===== config.mk =====
export PLATFORM = sky130hd
export DESIGN_NAME = fixed_point_multiplication
export DESIGN_NICKNAME = d
export VERILOG_FILES = /design/src/rtl/fixed_point_multiplication.sv
export SDC_FILE = /design/constraint.sdc
export NUM_CORES = 1
export LEC_CHECK = 0
export ABC_AREA = 1
export CORE_MARGIN = 2
export CORE_UTILIZATION = 40
export CTS_CLUSTER_SIZE = 24
export DETAILED_ROUTE_END_ITERATION = 10
export SYNTH_ARGS = -nofsm -noshare
export SYNTH_HDL_FRONTEND = slang
export SYNTH_SLANG_ARGS = --single-unit

===== constraint.sdc =====
create_clock -name clk -period 23.1 [get_ports clk]
set_clock_uncertainty 0.1 [all_clocks]
set_input_delay 6.93 -clock clk [delete_from_list [all_inputs] [get_ports clk]]
set_output_delay 6.93 -clock clk [all_outputs]
set_load 0.02 [all_outputs]

===== src/rtl/fixed_point_multiplication.sv =====
// Registered signed fixed-point multiplier (QN/2.N/2) using the inverted-integer sign encoding, saturating.
// Optional: define MULT_OVERFLOW_FLAG_EN to add the registered saturation flag output ovf.
module fixed_point_multiplication #(
  parameter int N = 16
) (
  input  logic         clk,
  input  logic         rst,
  input  logic         in_valid,
  input  logic [N-1:0] A,
  input  logic [N-1:0] B,
  output logic         out_valid,
`ifdef MULT_OVERFLOW_FLAG_EN
  output logic         ovf,
`endif
  output logic [N-1:0] Result
);

  localparam int F  = N / 2;
  localparam int PW = 2 * N - 2;
  localparam int QW = PW - F;
  localparam logic [QW-1:0] QMAX = QW'({(N-1){1'b1}});

  // Negative words carry an inverted integer field; the magnitude MSB is always 0, so it is dropped.
  function automatic logic [N-2:0] decode(input logic [N-1:0] w);
    return w[N-1] ? {~w[N-2:F], w[F-1:0]} : w[N-2:0];
  endfunction

  function automatic logic [N-1:0] encode(input logic s, input logic [N-2:0] m);
    return (s && (m != '0)) ? {1'b1, ~m[N-2:F], m[F-1:0]} : {1'b0, m};
  endfunction

  logic [N-2:0] mag_a, mag_b, q_sat;
  logic [PW-1:0] prod;
  logic [QW-1:0] q_full;
  logic          sat;

  assign mag_a  = decode(A);
  assign mag_b  = decode(B);
  assign prod   = PW'(mag_a) * PW'(mag_b);
  assign q_full = QW'(prod >> F);
  assign sat    = q_full > QMAX;
  assign q_sat  = sat ? '1 : q_full[N-2:0];

  logic [N-1:0] result_d, result_q;
  logic         valid_d, valid_q;
`ifdef MULT_OVERFLOW_FLAG_EN
  logic         ovf_d, ovf_q;
`endif

  // NOTE: every combinational output gets a default first so no path leaves it unassigned (no latch).
  always_comb begin
    result_d = result_q;
    valid_d  = in_valid;
`ifdef MULT_OVERFLOW_FLAG_EN
    ovf_d    = ovf_q;
`endif
    if (in_valid) begin
      result_d = encode(A[N-1] ^ B[N-1], q_sat);
`ifdef MULT_OVERFLOW_FLAG_EN
      ovf_d    = sat;
`endif
    end
  end

  // NOTE: state registers use non-blocking assignments so all flops update from pre-edge values.
  always_ff @(posedge clk) begin
    if (rst) begin
      result_q <= '0;
      valid_q  <= 1'b0;
`ifdef MULT_OVERFLOW_FLAG_EN
      ovf_q    <= 1'b0;
`endif
    end else begin
      result_q <= result_d;
      valid_q  <= valid_d;
`ifdef MULT_OVERFLOW_FLAG_EN
      ovf_q    <= ovf_d;
`endif
    end
  end

  assign Result    = result_q;
  assign out_valid = valid_q;
`ifdef MULT_OVERFLOW_FLAG_EN
  assign ovf       = ovf_q;
`endif

endmodule


Word level (Yosys, flattened, before mapping)
Index checks and enable logic that the tools add are counted.
Widths: inputs -> output; s select.

word-level totals
  register bits after elaboration = 17
  word-level logic and storage cells = 14
  input port bits = 35
  output and inout port bits = 17

cells by class
  $lt $le $gt $ge = 1
  reduce and logical (&&, ||, !) cells = 2
  muxes and demuxes = 4
  bitwise gates (word level) = 4
  multipliers = 1

operators with widths
  kind                  number
  $mux 15               3
  $mul 15x15->30        1
  $gt 22x15->1 const B  1
  $not 7->7             3
  $mux 16               1
  $reduce_bool 15->1    1
  $logic_and 1x1->1     1
  $xor 1x1->1           1

Longest topological paths before layout
  word-level depth = 8
  gate-level depth with buffers = 40
  gate-level depth less buffers = 38

Least setup slack after synthesis
No wires, ideal clock.

  path kind = input port to flip-flop
  start point = in B[15]
  end point = reg result_q[10], in the netlist Result[10]
  path buffers = 1
  setup slack = 9989 ps
  library setup time = 109 ps
  data required time = 22891 ps
  arrival time = 12902 ps
  cell stages on the path = 32
  cell sequence = buf_1 xnor2_1 inv_1 nand2_1 fa_1 fa_1 inv_1 fa_1 fa_1 fa_1 inv_1 fa_1 inv_1 ha_1 nand2_2 inv_1 nand2_1 nand2_1 nand2_1 nand2_1 a21oi_1 nand3b_1 nand2_1 nand3_1 nor2_4 nand3_2 nor2_4 nand2_4 nand3_1 nand3_1 nand2_1 inv_1

between the ends
  longest elaborated chain between the ends = 7
  elaborated cells on any way between the ends = 9
  those cells by class = 1 x mul; 1 x order compare; 3 x mux; 2 x bitwise; 2 x reduce/logical

RTL lines
  what                    line  source
  start: declaration      10    input logic [N-1:0] B,
  $mux 15                 25    return w[N-1] ? {~w[N-2:F], w[F-1:0]} : w[N-2:0];
  $mul 15x15->30          39    assign prod = PW'(mag_a) * PW'(mag_b);
  $gt 22x15->1            41    assign sat = q_full > QMAX;
  $mux 15                 42    assign q_sat = sat ? '1 : q_full[N-2:0];
  $reduce_bool 15->1      29    return (s && (m != '0)) ? {1'b1, ~m[N-2:F], m[F-1:0]} : {1'b0, m};
  $logic_and 1x1->1       29
  $mux 16 (*)             29
  end signal: assignment  74    result_q <= result_d;
  end: declaration        44    logic [N-1:0] result_d, result_q;

Every way passes the cells marked *; elsewhere a longest branch is shown, timed or not.
A chain may end at the register's enable or synchronous reset.

Final worst setup path
  start point = in B[15]
  end point = reg result_q[11], in the netlist Result[11]

The elaborated chain is that of the path after synthesis.

==> flow_summary.yaml <==
outcome:
  status: "complete, no violations"
worst_hold_path:
  holdPathStages: 2
  hold_start: "Result[2]"
  hold_end: "Result[2]"
  min_path_type: "flip-flop to flip-flop"
floorplan:
  io_pins: 52
  fp-row-count: 54
  fp.coreArea_mm2: 0.0220
  die_y_um: 154
  die-area_mm2: 0.0238
  die_x_um: 154
  initial_core_util: 0.410
logic_synthesis:
  syn-num-nets: 1569
  synth.yosys.seq_area_share: 0.0377
  syn_area_mm2: 0.00903
  yosysTopAreaCell: "fa_1"
  syn_inst: 1277
  netlist.area_leader.share: 0.368
  synth_xor_area_frac: 0.0144
  synth_edf_count: 0
  syn_avg_cell_area_um2: 7.08
  synthSimpleGateAreaFrac: 0.268
  synth_warnings: 0
  synth-seq-cells: 17
  synth_compound_area_frac: 0.0292
  synthAdderAreaFrac: 0.494
  synth_top_family_by_area: "adder cells"
  ys_async_sr_fraction: 0
  synth_ff_type: "dfxtp_1"
  post_synth_num_cell_types: 36
  yosys-top-cells-area: "fa_1 37%, inv_1 14%, nand2_1 13%, ha_1 13%, nor2_1 5.9%"
  synth_mux_area_frac: 0
drt:
  routed_wirelength_um: 22800
  wl_per_cell_um: 14.4
  drc: 0
  vias: 7727
  drt_first_pass_iters: 6
  detail-route-antenna-nets: 0
  drt_iter0_drc: 529
  via_per_inst: 4.86
layout:
  drive_gt1_frac: 0.0427
  diodes: 0
  finalNetCount: 1603
  area_growth_pct: 9.44
  finalCoreUtilization: 0.449
sta:
  slew_viol_final: 0
  min_period_over_period: 0.631
  hold_viol_final: 0
  rsz0062_at_grt: "false"
  finalSetupTns_ns: 0
  setup_viol: 0
  relSlewSlack: 0.278
  tightestPinTransition_ns: 1.08
  period_needed_ns: 14.57
  fmax_mhz: 68.6
clocking:
  insertion_delay_ns: 0.25
  ctsHoldBuffers: 0
  cts_buffers: 3
  path_clk_slew_ns: 0.05
  cts_num_sinks: 17
  clk_path_buf_depth: 2
  post_cts_resized: 0
  cts_tree: "yes"
  cts_max_level: 1
  post-cts-setup-buffers: 0
  root_buffer: "clkbuf_16"
setup_path:
  path_class: "input pin to flip-flop"
  cp_data_arrival_time_ns: 14.68
  crit_required_ns: 23.20
  slowest_delay_ns: 0.96
  crit_path_start_kind: "input pin"
  ff2ff_path_depth: 2
  cp_max_fo: 12
  path_common_cell: "nand2_1"
  r2r-start: "Result[15]"
  critPathCaptureType: "flip-flop"
  rrSetupSlack_ns: 22.29
  r2r-end: "Result[15]"
  crit_slowest_cell: "xnor2_1"
grt:
  grt_pass1_wl_um: 39300
  grt_pass1_vias: 7991
  antenna_found_initial: 0
  grt_max_degree: 33
  track_usage: 0.204
  gr-total-overflow: 0
placed_design:
  gp_congestion: 0.961
  place_hpwl_um: 20200
  port_buffers: 51
flow_run:
  drv_cap: 0
logic make-up (layout without fill, tap and decap cells):
kind of cell	after synthesis	count (layout)
AND/OR/NAND/NOR	568	568
buffers and inverters	374	407
adder cells (fa/ha/maj)	257	257
AO/OA/AOI/OAI	47	47
flip-flops	17	17
XOR/XNOR	14	14
layout by cell type (no fill, tap or decap), types with 6 or more instances in the layout:
| cell type | netlist | layout |
|---|---|---|
| nand3_1 | 42 | 42 |
| or2_2 | 11 | 11 |
| nand2_1 | 321 | 321 |
| fa_1 | 166 | 166 |
| ha_1 | 91 | 91 |
| nand4_1 | 6 | 6 |
| nand3_2 | 6 | 6 |
| nor2_1 | 143 | 143 |
| dfxtp_1 | 17 | 17 |
| clkdlybuf4s50_1 | 0 | 51 |
| xnor2_1 | 12 | 12 |
| a21oi_1 | 22 | 22 |
| o211ai_1 | 6 | 6 |
| inv_1 | 338 | 338 |
| nand2_2 | 10 | 10 |
| nor3_1 | 6 | 6 |
| o21ai_0 | 12 | 12 |
| inv_2 | 7 | 7 |
| nand3b_1 | 7 | 7 |
flip-flops by register name (all words and copies together), names as in the netlist:
| signal | flops |
|---|---|
| Result | 16 |
| out_valid | 1 |
worst max-delay path: cells and delay by family:
family                     cells  cell delay (ns)
xor gates and xnor gates       2             1.14
adders and majority gates      7             3.48
and+or+nand+nor               15             1.84
buffers and inverters          7             1.29
metal layers:
layer  vias to the layer above  GRT usage  share of wire
li1                       3757          -              -
met1                      3737      0.296           0.47
met2                       206      0.342           0.46
met3                        27     0.0126          0.048
met4                         0     0.0366          0.018
met5                         -          0              0
Yosys cell counts, types with 3 or more instances:
cell	count
ha_1	91
xnor2_1	12
clkbuf_1	19
nand3_2	6
dfxtp_1	17
nand3b_1	7
o211ai_1	6
nand2_2	10
or2_2	11
nand2_4	5
a21oi_1	22
nand4_1	6
nor2_1	143
nor3_1	6
fa_1	166
nor2_4	5
o21ai_0	12
inv_1	338
clkinv_1	5
inv_2	7
nand3_1	42
nor3_2	3
nand2_1	321
cell type report:
type | count | area [um2]
well taps | 280 | 350
clock buffers | 3 | 75.1
multi-input cells | 886 | 7280
inverters | 351 | 1320
fillers | 2341 | 12100
flip-flops and latches | 17 | 340
repair buffers | 52 | 518
clock inverters | 1 | 5.00
worst max path at each step:
stage,from,to,cells after the start
floorplan,B[15],Result[10],32
CTS,B[15],Result[11],31
finish,B[15],Result[11],31
global placement,B[15],Result[11],30
global route,B[15],Result[11],31
detailed placement,B[15],Result[12],30
through the flow:
stage	std cells	cell area [um2]	hold slack, ns	setup slack, ns
final	1590	9890	0.382	8.53
after global routing	1590	9890	0.418	8.15
after CTS	1590	9890	0.385	8.66
after detailed placement	1586	9810	0.367	8.40
after global placement	1586	9810	0.370	8.40
after floorplan	1277	9030	0.497	9.99
Power is not shown: default switching activity piles up to over one toggle a cycle in this logic, so the estimate is an artifact.
